## src/rtl/pipe_mux.sv

```systemverilog
// One-deep registered channel mux with a valid/ready handshake on both sides.
// Optional illegal-select counter port err_cnt is enabled by defining PIPE_MUX_ERR_CNT_EN.
module pipe_mux #(
  parameter int unsigned     WIDTH     = 32,
  parameter int unsigned     NUM_IN    = 3,
  parameter int unsigned     SEL_W     = 2,
  parameter logic [WIDTH-1:0] RESET_VAL = WIDTH'(32'h00400030)
) (
  input  logic                    clk,
  input  logic                    rst,
  input  logic [NUM_IN*WIDTH-1:0] in_data,
  input  logic [SEL_W-1:0]        sel,
  input  logic                    in_valid,
  output logic                    in_ready,
  output logic [WIDTH-1:0]        out_data,
  output logic                    out_valid,
  input  logic                    out_ready,
`ifdef PIPE_MUX_ERR_CNT_EN
  output logic [7:0]              err_cnt,
`endif
  output logic                    sel_err
);

  typedef enum logic {
    EMPTY = 1'b0,
    FULL  = 1'b1
  } state_e;

  state_e           state_q, state_d;
  logic [WIDTH-1:0] out_data_q, out_data_d;
  logic             sel_err_q, sel_err_d;
  logic [WIDTH-1:0] chan;
  logic             legal;
  logic             xfer_in;
  logic             xfer_out;

  // The output register can take a new word when empty or when it drains this cycle.
  assign in_ready = (state_q == EMPTY) || out_ready;
  assign xfer_in  = in_valid && in_ready;
  assign xfer_out = (state_q == FULL) && out_ready;

  // Illegal selects fall back to channel 0.
  always_comb begin
    legal = (32'(sel) < NUM_IN);
    chan  = in_data[WIDTH-1:0];
    for (int unsigned k = 1; k < NUM_IN; k++) begin
      if (sel == SEL_W'(k)) begin
        chan = in_data[k*WIDTH +: WIDTH];
      end
    end
  end

  always_comb begin
    state_d    = state_q;
    out_data_d = out_data_q;
    sel_err_d  = sel_err_q;
    case (state_q)
      EMPTY: if (xfer_in) state_d = FULL;
      FULL:  if (xfer_out && !xfer_in) state_d = EMPTY;
      default: state_d = EMPTY;
    endcase
    if (xfer_in) begin
      out_data_d = chan;
      if (!legal) sel_err_d = 1'b1;
    end
  end

  always_ff @(posedge clk) begin
    if (rst) begin
      state_q    <= EMPTY;
      out_data_q <= RESET_VAL;
      sel_err_q  <= 1'b0;
    end else begin
      state_q    <= state_d;
      out_data_q <= out_data_d;
      sel_err_q  <= sel_err_d;
    end
  end

  assign out_data  = out_data_q;
  assign out_valid = (state_q == FULL);
  assign sel_err   = sel_err_q;

`ifdef PIPE_MUX_ERR_CNT_EN
  logic [7:0] err_cnt_q, err_cnt_d;

  // Saturating count of accepted illegal selects.
  always_comb begin
    err_cnt_d = err_cnt_q;
    if (xfer_in && !legal && (err_cnt_q != 8'hFF)) begin
      err_cnt_d = err_cnt_q + 8'd1;
    end
  end

  always_ff @(posedge clk) begin
    if (rst) begin
      err_cnt_q <= 8'd0;
    end else begin
      err_cnt_q <= err_cnt_d;
    end
  end

  assign err_cnt = err_cnt_q;
`endif

endmodule
```

## config.mk

```make
export PLATFORM = sky130hd
export DESIGN_NAME = pipe_mux
export DESIGN_NICKNAME = d
export VERILOG_FILES = /design/src/rtl/pipe_mux.sv
export SDC_FILE = /design/constraint.sdc
export NUM_CORES = 1
export LEC_CHECK = 0
export BUFFER_PORTS_ARGS = -buffer_cell sky130_fd_sc_hd__buf_2
export CELL_PAD_IN_SITES_DETAIL_PLACEMENT = 1
export CELL_PAD_IN_SITES_GLOBAL_PLACEMENT = 1
export CORE_ASPECT_RATIO = 1.1
export CORE_UTILIZATION = 34
export CTS_CLUSTER_DIAMETER = 40
export DETAILED_ROUTE_END_ITERATION = 7
export PLACE_DENSITY = 0.92
export SLEW_MARGIN = 0
export SYNTH_ARGS = -nofsm -noshare
export SYNTH_HDL_FRONTEND = slang
export SYNTH_SLANG_ARGS = --single-unit
```

## constraint.sdc

```tcl
create_clock -name clk -period 2.2 [get_ports clk]
set_clock_uncertainty 0.2 [all_clocks]
set_input_delay 0.33 -clock clk [delete_from_list [all_inputs] [get_ports clk]]
set_output_delay 0.33 -clock clk [all_outputs]
set_load 0.02 [all_outputs]
```

* Yosys cells after proc, flatten, opt, wreduce, memory -nomap -nowiden
Index checks and enable logic that the tools add are counted.
** Cells by class
- Reductions and logical operators :: 6
- Muxes and demuxes :: 5
- $mul :: 0
- Div/mod/pow operators :: 0
- Bitwise logic cells :: 2
- Add/sub/neg operators :: 0
- Shift operators :: 0
- Order comparisons :: 1
- Equal/unequal tests :: 2
** Operators by type and width (number)
- $mux W32 :: 2
- $logic_and A1 B1 Y1 :: 3
- $eq A2 B1 Y1 const B :: 1
- $eq A2 B2 Y1 const B :: 1
- $lt A2 B2 Y1 const B :: 1
- $mux W1 :: 2
- $not A1 Y1 :: 2
- $pmux W1 S2 :: 1
- $reduce_and A2 Y1 :: 1
- $logic_not A1 Y1 :: 1
- $logic_or A1 B1 Y1 :: 1
** Word-level totals
- Memory bits (writable) :: 0
- Input bits :: 102
- Memory bits (read-only) :: 0
- Output and inout port bits :: 35
- Bits in registers :: 34
- Memories kept :: 0
- Bits in latches :: 0

* Longest topological paths before layout
- Depth after elaboration :: 7
- Gate-level depth with buffers :: 6
- Gate-level depth less buffers :: 3

* Least setup slack after synthesis
No wires, ideal clock.
- Kind :: reg-to-reg
- Start point :: register state_q, in the netlist out_valid
- End point :: register out_data_q[0], in the netlist out_data[0]
- Setup time :: 0.117 ns
- Data required time :: 1.883 ns
- Setup slack :: 0.740 ns
- Period minus slack after synthesis :: 1.460 ns
- Buffers on the path :: 3
- Arrival :: 1.143 ns
- Cell stages (with the launch flop) :: 7
- Cells stage by stage :: dfxtp_1 > nand2b_4 > buf_6 > a21oi_4 > buf_6 > buf_8 > a22o_1
** Between the ends
- Longest elaborated chain between the ends :: 3
** RTL lines
- start, declared :: RTL line 29 : state_e state_q, state_d;
- start signal, assigned :: RTL line 74 : state_q <= state_d;
- $not A1 Y1
- $logic_or A1 B1 Y1 :: RTL line 38 : assign in_ready = (state_q == EMPTY) || out_ready;
- via in_ready :: RTL line 14 : output logic in_ready,
- $logic_and A1 B1 Y1 :: RTL line 39 : assign xfer_in = in_valid && in_ready;
- end signal, assigned :: RTL line 75 : out_data_q <= out_data_d;
- end, declared :: RTL line 30 : logic [WIDTH-1:0] out_data_q, out_data_d;
The timed path passes the listed nets, and every way through them passes these cells.
A chain may end at the register's enable or synchronous reset.

* Final worst setup path
- Start point :: register state_q, in the netlist out_valid
- End point :: register out_data_q[25], in the netlist out_data[25]
** Between the ends
- Longest elaborated chain between the ends :: 3
** RTL lines (RTL line)
- $not A1 Y1
- $logic_or A1 B1 Y1 :: 38
- $logic_and A1 B1 Y1 :: 39
Every way passes these cells.

==> results.md <==
- Result of the run: finished, final reports clean
- Non-Filler Cell Area, Final: slightly below 3000 sq um
- Proportion of power drawn by the clock network: between 20% and 30%
- Post-Place Worst Slack: about 0.42 ns
- Worst setup EP type: register
- Vias per std cell: 5.15
- CTS tree: built
- Number of slew-limit violations in the final report: 0
- Initial Utilization: 35.5%
- Net Sw Power: around 0.49 mW
- Final Setup Violations: 0
- Critical path data required time: about 2.2 ns
- Clock transition at path regs: around 0.070 ns
- Internal power consumption: between 1 and 1.5 mW
- Total routing usage reported by global routing: 18.7%
- Standard-cell rows: 30
- DP Wirelength: 4900 um
- I/O Buffers: roughly 140
- Share of synthesized area occupied by flip-flops and latches: a little under a third
- Routed wirelength normalized by instance count: between 15 and 20 um
- # H-tree levels: 2
- Buffers inserted by post-CTS timing repair: 0
- Commonest cells after routing, fill and taps aside: 135 x buf_2, 96 x mux2i_1, 34 x dfxtp_1
- Most common cell after layout, fill and taps aside: buf_2
- Total DRC errors in the routed layout: 0
- Combined area of all synthesized cells: around 2200 sq um
- Vias in the first global route: 2211
- Placer Congestion: between 0.6 and 0.7
- Post-route ant nets: 0
- Worst setup margin: about 0.6 ns
- 1st-pass router iterations: 4
- Total of cells resized after clock tree synthesis: 0
- Type of element launching the critical path: register
- Worst min-delay path category: in -> reg
- Flop pwr share: between 40% and 50%
- Leakage power summed over all cells: 1.65 nW
- Final clock period utilization by the worst path: 73.3%
- Number of design-rule violations left by the first detailed-router iteration: 24
- Shortest period the worst path allows: roughly 1.6 ns
- Maximum resistive drop on vdd: around 0.25 mV
- Hold buffers post-CTS: 0
- Clock latency on the worst-skew pair: 0.27 ns
- Power Dens Cells: roughly 550 nW/um^2
- Congestion Overflow GR: 0
- Syn-to-layout area delta: 34.9%
- Clock buffers created by TritonCTS: 5
- Finished Layout Cells: between 400 and 500
- Switching Fraction: between 20% and 30%
- Number of instances in the placed design: roughly 400
- First-pass GRT wire length: between 9000 and 10000 um
- Die area: 6790 sq um
- Clock sink count: 34
- Total number of vias: roughly 2100
- Unrepaired setup endpoints after global routing: no
- Number of standard cells after synthesis: 191
- Pin count of the biggest net entering global routing: 37
- Top-Level Pins: ~140
- Core area: approximately 6200 sq um
- Proportion of power drawn by combinational gates: roughly 29%
- Distinct cells, synth: 16
- Final hold violation count: 0
- Fraction of final layout cells sized beyond drive strength 1: 47.5%
- Max-cap violations: 0
- Fmax: 620 MHz
- Vertical die dimension: roughly 86 um
- Warning count from the yosys run: 0
- Number of antenna repair diodes: 0
- Die span in x: just under 80 um
- Transition at the pin with the smallest max-transition slack: ~0.4 ns
- Root Driver: clkbuf_8
- Setup CP Type: reg -> reg
- Worst Path Max Fanout: 17
- Synth Net Count: 293
- Initial antenna violation count: 0
- Arrival @ worst endpoint: 1.63 ns
- Standard cell area after detailed placement: ~2900 sq um
- Net count of the finished layout: 423
- Final wirelength: slightly above 6000 um
- Relative slew slack: 73.8%
- Avg Synthesized Cell Area: between 10 and 15 sq um
- Synth Register Bits: 34
- CTS Buffer Depth: 2
- Setup TNS: 0 ns
==> registers in the layout, summed over array words and instances, names as in the netlist <==
signal,count
out_data,32
out_valid,1
sel_err,1
==> kinds of logic (layout without fill, tap and decap cells) <==
family | Yosys count | in the layout | share of synthesized area (%)
muxes | 96 | 96 | 43.7
AOI/OAI and AO/OA | 38 | 38 | 15.3
DFF | 34 | 34 | 31.0
buffers and inverters | 20 | 151 | 8.60
and+or+nand+nor | 3 | 3 | 1.37
==> worst paths after layout <==
check,from,to,slack (ns),cells past startpoint
setup / recovery,out_valid,out_data[25],0.59,4
hold / removal,rst,sel_err,0.16,2
setup reg to reg,out_valid,out_data[25],0.59,4
hold reg to reg,out_data[20],out_data[20],0.27,1
==> metal layers <==
layer / wire (um) / part of all wire, % / up-vias / global-route usage [%]
li1: - / - / 992 / -
met1: 2290 / 37 / 984 / 18.7
met2: 3320 / 54 / 87 / 36.9
met3: 449 / 7.3 / 7 / 5.05
met4: 79 / 1.3 / 0 / 6.06
met5: 0 / 0 / - / 0
==> critical path, stage by stage, from the launching register on <==
cell and delay [ns]:
dfxtp_1 0.33, nand2b_4 0.15, nor3b_4 0.40, buf_4 0.30
a22o_1 0.16
==> cells in the mapped netlist <==
master	number	area, sq um
mux2i_1	96	961
dfxtp_1	34	681
a22o_1	29	254
buf_6	10	113
buf_2	4	20.0
a21boi_0	3	22.5
a311o_1	3	30.0
buf_4	3	22.5
buf_8	2	30.0
a21oi_1	1	5.00
a21oi_4	1	16.3
a41oi_1	1	8.76
inv_2	1	3.75
nand2b_4	1	13.8
nor2_1	1	3.75
nor3b_2	1	12.5
==> stage by stage <==
| stage | hold WS, ns | util [%] | power, mW |
|---|---|---|---|
| after floorplan | 0.199 | - | 1.01 |
| after global placement | 0.256 | 46.4 | 1.16 |
| after detailed placement | 0.258 | 46.4 | 1.19 |
| after CTS | 0.148 | 47.8 | 1.66 |
| after global routing | 0.156 | 47.8 | 1.74 |
| final | 0.159 | 47.8 | 1.64 |
==> layout make-up <==
type | count | area (sq um)
Fill cell | 747 | 3230
Timing Repair Buffer | 142 | 753
Tap cell | 80 | 100
Clock inverter | 1 | 5.00
Clock buffer | 7 | 86.3
Multi-Input combinational cell | 137 | 1330
Sequential cell | 34 | 681
Inverter | 1 | 3.75
==> power groups by stage <==
stage               registers, mW  clock network (mW)  logic (mW)
floorplan                   0.760                   0       0.249
global placement            0.700                   0       0.465
detailed placement          0.701                   0       0.486
CTS                         0.688               0.487       0.488
global route                0.693               0.519       0.522
finish                      0.687               0.470       0.480
No activity file was read; power rests on OpenSTA's default activity.
